<file path="src/rtl/coin_acceptor.sv">
// coin_acceptor: front end of the vending machine coin path.
//   Two raw coin-slot sensors (0.5 and 1.0 units) are synchronised and
//   debounced per channel. Each rising edge of a debounced level is one coin,
//   which is queued in a small FIFO. Coins leave as one-cycle codes on o_coin
//   while i_en is high. Coins that cannot be queued pulse o_rej.
// Ports:
//   i_clk    system clock, rising edge
//   i_rst    synchronous active-high reset
//   i_s05    raw 0.5 sensor (asynchronous)
//   i_s10    raw 1.0 sensor (asynchronous)
//   i_en     downstream may take a coin this cycle
//   o_coin   registered coin code: 01 = 0.5, 10 = 1.0, 00 = none
//   o_rej    registered reject pulse, [0] = 0.5 coin, [1] = 1.0 coin
//   o_full   FIFO holds DEPTH entries
//   o_level  FIFO occupancy 0..DEPTH

// Per-channel synchroniser + debouncer + rising-edge detector.
module coin_acceptor_deb #(
  parameter int DEB_CYCLES = 4
) (
  input  logic i_clk,
  input  logic i_rst,
  input  logic i_raw,
  output logic o_rise
);
  localparam int CW = $clog2(DEB_CYCLES);

  logic [1:0]    r_sync;
  logic          r_deb;
  logic          r_deb_d;
  logic [CW-1:0] r_cnt;

  always_ff @(posedge i_clk) begin
    if (i_rst) begin
      r_sync  <= '0;
      r_deb   <= 1'b0;
      r_deb_d <= 1'b0;
      r_cnt   <= '0;
    end else begin
      r_sync  <= {r_sync[0], i_raw};
      r_deb_d <= r_deb;
      if (r_sync[1] == r_deb) begin
        r_cnt <= '0;
      end else if (r_cnt == CW'(DEB_CYCLES - 1)) begin
        // this is the DEB_CYCLES-th consecutive mismatching cycle
        r_deb <= r_sync[1];
        r_cnt <= '0;
      end else begin
        r_cnt <= r_cnt + 1'b1;
      end
    end
  end

  // event is visible the cycle after the debounced level rises; it is
  // consumed (pushed) at the following edge
  assign o_rise = r_deb & ~r_deb_d;
endmodule

module coin_acceptor #(
  parameter int DEB_CYCLES = 4,
  parameter int DEPTH      = 4
) (
  input  logic                     i_clk,
  input  logic                     i_rst,
  input  logic                     i_s05,
  input  logic                     i_s10,
  input  logic                     i_en,
  output logic [1:0]               o_coin,
  output logic [1:0]               o_rej,
  output logic                     o_full,
  output logic [$clog2(DEPTH):0]   o_level
);
  localparam int NUM_CH = 2;
  localparam int AW     = $clog2(DEPTH);
  localparam int LW     = AW + 1;

  logic [NUM_CH-1:0] w_raw;
  logic [NUM_CH-1:0] w_rise;

  assign w_raw = {i_s10, i_s05};

  for (genvar g = 0; g < NUM_CH; g++) begin : g_ch
    coin_acceptor_deb #(.DEB_CYCLES(DEB_CYCLES)) u_deb (
      .i_clk  (i_clk),
      .i_rst  (i_rst),
      .i_raw  (w_raw[g]),
      .o_rise (w_rise[g])
    );
  end

  logic [1:0]    r_mem [DEPTH];
  logic [AW-1:0] r_wr;
  logic [AW-1:0] r_rd;
  logic [LW-1:0] r_count;
  logic [1:0]    r_coin;
  logic [1:0]    r_rej;

  logic          w_full;
  logic          w_pop;
  logic          w_push;
  logic [1:0]    w_code;
  logic [1:0]    w_rej;

  assign w_full = (r_count == LW'(DEPTH));
  assign w_pop  = i_en && (r_count != '0);
  // a pop in the same cycle frees the slot, so full only blocks without a pop
  assign w_push = (|w_rise) && (!w_full || w_pop);
  // 1.0 wins a simultaneous arrival; channel bit index doubles as code
  assign w_code = w_rise[1] ? 2'b10 : 2'b01;

  always_comb begin
    w_rej = 2'b00;
    if (w_rise[1] && w_rise[0]) w_rej[0] = 1'b1;
    if ((|w_rise) && w_full && !w_pop) w_rej = w_rej | w_code;
  end

  always_ff @(posedge i_clk) begin
    if (w_push) r_mem[r_wr] <= w_code;
  end

  always_ff @(posedge i_clk) begin
    if (i_rst) begin
      r_wr    <= '0;
      r_rd    <= '0;
      r_count <= '0;
      r_coin  <= 2'b00;
      r_rej   <= 2'b00;
    end else begin
      if (w_push) r_wr <= r_wr + 1'b1;
      if (w_pop)  r_rd <= r_rd + 1'b1;
      r_count <= r_count + LW'(w_push) - LW'(w_pop);
      r_coin  <= w_pop ? r_mem[r_rd] : 2'b00;
      r_rej   <= w_rej;
    end
  end

  assign o_coin  = r_coin;
  assign o_rej   = r_rej;
  assign o_full  = w_full;
  assign o_level = r_count;
endmodule

</file>
<file path="config.mk">
export PLATFORM = sky130hd
export DESIGN_NAME = coin_acceptor
export DESIGN_NICKNAME = d
export VERILOG_FILES = /design/src/rtl/coin_acceptor.sv
export SDC_FILE = /design/constraint.sdc
export NUM_CORES = 1
export LEC_CHECK = 0
export CAP_MARGIN = 0
export CORE_MARGIN = 2
export CORE_UTILIZATION = 40
export DETAILED_ROUTE_END_ITERATION = 7
export PLACE_DENSITY = 0.63
export SYNTH_ARGS = -nofsm -noshare
export SYNTH_HDL_FRONTEND = slang
export SYNTH_SLANG_ARGS = --single-unit
</file>
<file path="constraint.sdc">
create_clock -name i_clk -period 2.96 [get_ports i_clk]
set_input_delay 0.592 -clock i_clk [delete_from_list [all_inputs] [get_ports i_clk]]
set_output_delay 0.592 -clock i_clk [all_outputs]
set_load 0.05 [all_outputs]
</file>
Yosys cells after proc, flatten, opt, wreduce, memory -nomap -nowiden
Memories as Yosys holds them, arrays and structs flattened. A register that Yosys moved wholly into a read port is not among the register bits.
Index checks and enable logic that the tools add are counted.
Word-level totals
  RAM bits: 8
  output and inout port bits: 8
  memories kept: 1
  input port bits: 5
  word-level logic and storage cells: 55
  bits in registers: 21
Operators by class
  bitwise gates (word level): 9
  reductions and logical operators: 16
  equal/unequal tests: 5
  mux-type cells: 5
  $add $sub $neg: 6
Memories
  r_mem: depth 4, width 2, read ports 1, clocked after Yosys merged registers in 1, wr ports 1, RTL line 91  | logic [1:0] r_mem [DEPTH];
Operators by type and width (number)
  adder 2 x 1 -> 2 bit, second input constant: 4
  inverter 1 bit: 6
  OR reduction 2 bit: 3
  OR reduction 3 bit: 2
  logical AND 1 bit: 5
  == test 2 bit, second input constant: 2
  2-to-1 mux 1 bit: 4
  AND reduction 2 bit: 2
  adder 3 x 1 -> 3 bit: 1
  == test 3 bit, second input constant: 1
  nonzero test 3 bit: 1
  subtractor 3 x 1 -> 3 bit: 1
  AND 1 bit: 2
  == test 1 bit: 2
  logical NOT 1 bit: 2
  2-to-1 mux 2 bit: 1
  bitwise OR 1 x 2 -> 2 bit: 1
  logical OR 1 bit: 1

Depth between registers and ports, before layout
Gate-level depths: netlist (run 1).
  depth after elaboration: 7
  gate-level depth with buffers: 7
  depth with buffers taken out: 7

Modules after synthesis
From an unflattened synthesis (run 1), not the netlist that was laid out.
Unflattened totals
  cell total of the unflattened synthesis: 97
  area, all modules: 1243.7 µm²
Modules (own cells, without submodules)
  coin_acceptor: area an instance 840.8 µm², seq. area each 460.4 µm², instances 1, cells an instance 65
  coin_acceptor_deb: area an instance 201.4 µm², seq. area each 120.1 µm², instances 2, cells an instance 16

Worst setup path before layout (run 1)
No wires, ideal clock.
  path kind: flip-flop to output port
  start: register r_count[2] (netlist: o_level[2])
  end: output port o_full
  path slack: 0.458 ns
  data required time: 2.368 ns
  stages on the path, launching flop included: 2
  arrival: 1.910 ns
  buffers on the path: 0
  cells stage by stage: dfxtp_1 -> nor3b_1
On the way
  longest elaborated chain between the ends: 1
Ends and longest elaborated chain
  from (decl): RTL line 94  | logic [LW-1:0] r_count;
  from (signal assigned): RTL line 131  | r_count <= r_count + LW'(w_push) - LW'(w_pop);
  == test 3 bit: RTL line 104  | assign w_full = (r_count == LW'(DEPTH));
  to (decl): RTL line 70  | output logic o_full,
Every way passes these cells.

Final worst setup path (run 1)
  start: input port i_en
  end: register r_count[2] (netlist: o_level[2])
On the way
  longest elaborated chain between the ends: 5
Ends and longest elaborated chain
  from (decl): RTL line 67  | input logic i_en,
  logical AND 1 bit *: RTL line 105  | assign w_pop = i_en && (r_count != '0);
  logical OR 1 bit: RTL line 107  | assign w_push = (|w_rise) && (!w_full || w_pop);
  logical AND 1 bit: RTL line 107
  adder 3 x 1 -> 3 bit: RTL line 131
  subtractor 3 x 1 -> 3 bit *: RTL line 131
Every way passes the cells marked *; elsewhere a longest branch is shown, timed or not.
A chain may end at the register's enable or synchronous reset.

==> out/metrics.cfg, run 1 <==
[run_status]
status=complete, no violations

[clocking]
cts_resized=0
ctsHoldBuffers=0
clockBufferDepth=2
cts_tree=yes
worstSkewPairLatency_ns=0.33
cts.clk_slew.worst_paths_ns=0.09
cts_buffers=5
cts-root-buf=clkbuf_4
post_cts_buffers=0
cts_max_level=2
cts.sinks=31

[pwr]
p_sw_w=0.0003350
combPwrFrac_pct=27.6
pwr-share-seq_pct=49.7
cellPowerDensity_nw_per_um2=696.5
clkPwrFrac_pct=22.7
leakagePower_nw=0.5577
switching_share_pct=32.77
intPower_w=0.0006872
peakVddDrop_v=0.0002415

[synthesis]
ys_warn_count=0
synth.area.top_cells=dfxtp_1, edfxtp_1, ha_1, nor2b_1, mux4_2
synthFlopType=dfxtp_1
synth_fp_nets=112
syn_avg_cell_area_sq_um=12.61
yosysMostFrequentCell=dfxtp_1
synth_common_cells=dfxtp_1, nor2_1, edfxtp_1, nor2b_1, ha_1
yosysSeqAreaShare_pct=56.11
netlist_area_sq_um=1249
ys_types=27
synth-edff-count=8
synth_top_area_cell=dfxtp_1
ys_seq_elements=31
async_reset_ff_share_pct=0
synth.top_cell.area_share_pct=36.87
syn_inst=99

[die]
die_area_sq_um=3584
dieWidth_um=59.87
core_sq_um=3003
num_rows=20
io_pins=13
die_y_um=59.87
initial_utilization_pct=41.58

[grt]
overflow=0
use_met3_pct=6.494
grt.met2_usage_pct=22.83
grt_use_total_pct=12.95
grt-busiest-layer=met2
grt_use_met1_pct=11.46
grt_pass1_vias=745
antenna_found_initial=0
grt_max_degree=15
grt_pass1_wl_mm=3.153

[hold_path]
hp-class=reg2reg
worstHoldPathCells=1

[critical_path]
crit_cells=8
r2r_cells=7
critPathCaptureType=register
worstPathArrival_ns=2.81
crit_family=simple AND/OR/NAND/NOR gates
critPathKind=in2reg
cpMaxStageDelayCell=or4b_4
start_kind=primary input
path_max_fanout=7
crit_chain=clkdlybuf4s50_1, or4b_4, a21boi_4, a21bo_2, ha_1, fa_1, xnor2_1, nor2_1
path_buf_inv=1
slowest_delay_ns=0.57
worstPathRequired_ns=3.19

[cells_and_area]
fill_cells=290
final_layout_size_suffix_gt1_share_pct=16.81
nets=131
fin_util_pct=48.88
num_antenna_cells=0
instances_no_fill=152
syn2layout_area_growth_pct=17.54

[placed_design]
dp_hpwl_mm=1.311
routabilityCongestion=0.6688
numPortBuffers=12
dp.cells=144

[routing]
postRouteAntennaNets=0
vias=739
drt_iter0_drc=19
routedWlPerCell_um=12.01
drcViolationCount=0
vias_per_cell=4.862
wirelength_mm=1.826
dr.pass1.iters=4

[timing]
max_clock_freq_ghz=0.3884
post-route-min-period_ns=2.575
setup_tns_ns=0
setup_viol=0
worst_slew_pin_slew_ns=0.6300
period_share_pct=86.98
slew-limit-headroom_pct=57.64
hold_violations=0
clock_skew_ns=0.006220
slew_viol_final=0
rsz0062_at_grt=false

[flow_run]
maxCapViolCount=0

per-layer routing:
| layer | up-vias | routed length [um] |
|---|---|---|
| met3 | 5 | 104 |
| met4 | 0 | 37 |
| met2 | 18 | 928 |
| met1 | 345 | 756 |
| li1 | 371 | - |
| met5 | - | 0 |
worst paths after layout:
check,from,end,slack (ns)
worst min-delay path,g_ch[0].u_deb.r_cnt[0],g_ch[0].u_deb.r_cnt[0],0.42
worst min register to register,g_ch[0].u_deb.r_cnt[0],g_ch[0].u_deb.r_cnt[0],0.42
worst max register to register,o_level[1],o_level[2],0.62
worst max-delay path,i_en,o_level[2],0.39
cell usage in the layout (no fill, tap or decap):
| cell | instances |
|---|---|
| nand2b_1 | 2 |
| nor3_1 | 1 |
| or3_1 | 2 |
| fa_1 | 1 |
| or4b_4 | 1 |
| edfxtp_1 | 8 |
| a21boi_4 | 1 |
| buf_4 | 2 |
| inv_1 | 6 |
| a21bo_2 | 1 |
| mux2i_1 | 3 |
| clkinv_2 | 1 |
| clkdlybuf4s50_1 | 12 |
| and2_2 | 4 |
| mux4_2 | 2 |
| xor2_1 | 2 |
| nor3b_1 | 3 |
| o31ai_1 | 1 |
| a211oi_1 | 1 |
| clkbuf_4 | 5 |
| nand3b_1 | 1 |
| o311ai_0 | 1 |
| xnor2_1 | 4 |
| dfxtp_1 | 23 |
| nor2b_1 | 8 |
| nor2_1 | 11 |
| clkbuf_1 | 2 |
| or2b_4 | 1 |
| ha_1 | 7 |
| or2b_2 | 1 |
| mux2_4 | 1 |
flip-flops by register name, summed over array words and instances (netlist names):
signal and flops:
r_mem 8, g_ch.u_deb.r_cnt 4, g_ch.u_deb.r_sync 4, o_level 3
g_ch.u_deb.r_deb 2, g_ch.u_deb.r_deb_d 2, o_coin 2, o_rej 2
r_rd 2, r_wr 2
power by group through the flow:
stage	logic, W	clock network (W)	registers (W)
2_1_floorplan	0.000143	0	0.000577
3_3_place_gp	0.000280	0	0.000517
3_5_place_dp	0.000283	0	0.000520
4_1_cts	0.000285	0.000246	0.000510
5_1_grt	0.000310	0.000256	0.000515
6_report	0.000282	0.000232	0.000508
worst register-to-register path, delay by kind of cell, from the launching register on:
family,cells,cell delay (ns)
XOR/XNOR,1,0.17
AND/OR/NAND/NOR,2,0.28
flip-flops,1,0.39
AO/OA/AOI/OAI,2,0.82
adder cells (fa/ha/maj),2,0.58
metrics by stage:
stage / setup slack [ns] / cell area (sq um) / total power (W) / hold slack (ns)
finish: 0.3853 / 1468 / 0.001022 / 0.4246
global route: 0.2976 / 1468 / 0.001081 / 0.4535
CTS: 0.3991 / 1468 / 0.001040 / 0.4296
detailed placement: 0.05415 / 1418 / 0.0008030 / 0.4155
global placement: 0.1069 / 1418 / 0.0007967 / 0.4045
floorplan: 0.4579 / 1249 / 0.0007197 / 0.3974
cells by family (layout without fill, tap and decap cells):
kind of cell / Yosys count / in the layout / share of synthesized area [%]
muxes: 6 / 6 / 7.214
DFF: 31 / 31 / 56.11
buffers and inverters: 8 / 28 / 2.405
AOI/OAI and AO/OA: 5 / 5 / 4.209
and+or+nand+nor: 35 / 35 / 17.23
adders and majority gates: 8 / 8 / 8.617
xor gates and xnor gates: 6 / 6 / 4.208
final cells by class:
| class | count | area [sq um] | share of cell area [%] |
|---|---|---|---|
| timing repair buffer | 14 | 135.1 | 9.207 |
| inverter | 6 | 22.52 | 1.535 |
| clock buffer | 7 | 45.04 | 3.069 |
| clock inverter | 1 | 5.005 | 0.3410 |
| tap | 33 | 41.29 | 2.813 |
| sequential | 31 | 700.7 | 47.74 |
| multi-input combinational | 60 | 518.0 | 35.29 |
No activity file was read; power rests on OpenSTA's default activity.
==> inputs of run 2 (changes only) <==
--- a/config.mk
+++ b/config.mk
@@ -6,8 +6,10 @@
 export NUM_CORES = 1
 export LEC_CHECK = 0
 export CAP_MARGIN = 0
+export CORE_ASPECT_RATIO = 0.9
 export CORE_MARGIN = 2
 export CORE_UTILIZATION = 40
+export CTS_CLUSTER_DIAMETER = 40
 export DETAILED_ROUTE_END_ITERATION = 7
 export PLACE_DENSITY = 0.63
 export SYNTH_ARGS = -nofsm -noshare
==> out/metrics.cfg, run 2 (same netlist as run 1, synthesis figures left out) <==
[critical_path]
worstPathArrival_ns=2.73  ; was 2.81 ns
cpMaxStageDelayCell=or4b_4  ; unchanged
r2r_end=o_level[2]  ; unchanged
r2r_cells=7  ; unchanged
start_kind=primary input  ; unchanged
worstPathRequired_ns=3.18  ; was 3.19 ns
reg2reg_slack_ns=0.59  ; was 0.62 ns
setup.worst_path.end=o_level[2]  ; unchanged
critPathCaptureType=register  ; unchanged
slowest_delay_ns=0.56  ; was 0.57 ns
critPathLaunch=i_en  ; unchanged
crit_chain=clkdlybuf4s50_1, or4b_4, a21boi_4, a21bo_2, ha_1, fa_1, xnor2_1, nor2_1  ; unchanged
path_max_fanout=3  ; was 7
critPathKind=in2reg  ; unchanged
rr_startpoint=o_level[1]  ; unchanged

[pwr]
leakagePower_nw=0.5677  ; was 0.5577 nW
cellPowerDensity_nw_per_um2=708.5  ; was 696.5 nW/um^2
total_power_w=0.001061  ; was 0.001022 W
peakVddDrop_v=0.0003349  ; was 0.0002415 V

[hold_path]
worstHoldPathCells=1  ; unchanged
hp-class=reg2reg  ; unchanged

[grt]
grt_pass1_vias=713  ; was 745
grt_pass1_wl_mm=3.174  ; was 3.153 mm
antenna_found_initial=0  ; unchanged
grt_max_degree=14  ; was 15
grt_use_total_pct=11.92  ; was 12.95%
overflow=0  ; unchanged

[cells_and_area]
num_antenna_cells=0  ; unchanged
max_flop_register=r_mem  ; unchanged
fill_cells=289  ; was 290
nets=131  ; unchanged
fin_area_sq_um=1498  ; was 1468 sq um
layout_commonest_cell=dfxtp_1  ; unchanged
regArea_sq_um=700.7  ; unchanged
final_cell_mix=dfxtp_1, clkdlybuf4s50_1, nor2_1  ; unchanged
largest_register_ffs=8  ; unchanged
final_layout_size_suffix_gt1_share_pct=17.65  ; was 16.81%
syn2layout_area_growth_pct=19.94  ; was 17.54%
multi_input_area_sq_um=518.0  ; unchanged
largestRegisters=r_mem: 8 flops, g_ch.u_deb.r_cnt: 4 flops, g_ch.u_deb.r_sync: 4 flops  ; unchanged

[die]
die_area_sq_um=3585  ; was 3584 sq um
dieWidth_um=62.90  ; was 59.87 um
initial_utilization_pct=41.36  ; was 41.58%
core_sq_um=3019  ; was 3003 sq um
io_pins=13  ; unchanged
die_y_um=57.01  ; was 59.87 um
num_rows=19  ; was 20

[placed_design]
place_area_sq_um=1429  ; was 1418 sq um
routabilityCongestion=0.7010  ; was 0.6688
dp_hpwl_mm=1.294  ; was 1.311 mm
numPortBuffers=12  ; unchanged

[routing]
vias=725  ; was 739
routedWlPerCell_um=10.88  ; was 12.01 um
wirelength_mm=1.751  ; was 1.826 mm
dr.pass1.iters=4  ; unchanged
postRouteAntennaNets=0  ; unchanged
drcViolationCount=0  ; unchanged
vias_per_cell=4.503  ; was 4.862
drt_iter0_drc=35  ; was 19

[clocking]
cts.clk_slew.worst_paths_ns=0.09  ; about the same
cts_resized=0  ; unchanged
cts-root-buf=clkbuf_4  ; unchanged
clockBufferDepth=2  ; unchanged
cts_buffers=5  ; unchanged
worstSkewPairLatency_ns=0.32  ; was 0.33 ns
cts_max_level=2  ; unchanged
post_cts_buffers=0  ; unchanged
cts.sinks=31  ; unchanged
cts_tree=yes  ; unchanged
ctsHoldBuffers=0  ; unchanged

[run_status]
status=complete, no violations  ; unchanged

[timing]
post-route-min-period_ns=2.513  ; was 2.575 ns
slew-limit-headroom_pct=52.90  ; was 57.64%
slew_viol_final=0  ; unchanged
setup_tns_ns=0  ; unchanged
setup_viol=0  ; unchanged
hold_violations=0  ; unchanged
period_share_pct=84.88  ; was 86.98%
clock_skew_ns=0.005474  ; was 0.006220 ns
max_clock_freq_ghz=0.3980  ; was 0.3884 GHz
rsz0062_at_grt=false  ; unchanged
worst_slew_pin_slew_ns=0.7006  ; was 0.6300 ns

[flow_run]
maxCapViolCount=0  ; unchanged

==> run 2: cell count changes in the layout (fill, tap and decap cells not counted), sizes merged <==
cell | before | now
clkbuf | 7 | 8
clkinv | 1 | 0
==> run 2: layout make-up <==
type	count	area share, %
Multi-Input combinational cell	60	34.59
Sequential cell	31	46.78
Inverter	6	1.504
Tap cell	42	3.509
Timing Repair Buffer	14	9.023
Clock buffer	8	4.595
==> run 2: how the worst min path moves through the flow <==
stage / from / to
2_1_floorplan: g_ch[0].u_deb.r_cnt[0] / g_ch[0].u_deb.r_cnt[0]
3_3_place_gp: g_ch[1].u_deb.r_cnt[0] / g_ch[1].u_deb.r_cnt[0]
3_5_place_dp: g_ch[0].u_deb.r_cnt[0] / g_ch[0].u_deb.r_cnt[0]
4_1_cts: g_ch[0].u_deb.r_cnt[0] / g_ch[0].u_deb.r_cnt[0]
5_1_grt: g_ch[0].u_deb.r_cnt[0] / g_ch[0].u_deb.r_cnt[0]
6_report: g_ch[0].u_deb.r_cnt[0] / g_ch[0].u_deb.r_cnt[0]
==> run 2: critical path: cells and delay by family <==
family | cells | cell delay [ns]
AO/OA/AOI/OAI | 2 | 0.37
buffers and inverters | 1 | 0.44
XOR/XNOR | 1 | 0.16
AND/OR/NAND/NOR | 2 | 0.61
adder cells (fa/ha/maj) | 2 | 0.56
==> run 2: metrics by stage <==
step	util (%)	std cells	hold slack [ns]	worst slack, ns
floorplan	-	99	0.3974	0.4579
global placement	47.33	153	0.4037	0.1447
detailed placement	47.33	153	0.4134	0.1120
CTS	49.61	161	0.4268	0.4512
global route	49.61	161	0.4462	0.3510
finish	49.61	161	0.4234	0.4474
==> run 2: report_power, final <==
| part | internal, W | leakage, nW | switching, W |
|---|---|---|---|
| clock | 0.000140 | 0.0386 | 0.000131 |
| sequential | 0.000465 | 0.258 | 0.0000427 |
| combinational | 0.000130 | 0.271 | 0.000153 |
| total | 0.000734 | 0.568 | 0.000327 |
==> run 2: per-layer routing <==
| layer | vias up | part of all wire, % | track usage, % |
|---|---|---|---|
| li1 | 371 | - | - |
| met1 | 334 | 47 | 14.34 |
| met2 | 15 | 46 | 17.48 |
| met3 | 5 | 5.1 | 5.325 |
| met4 | 0 | 2.1 | 7.619 |
| met5 | - | 0 | 0 |
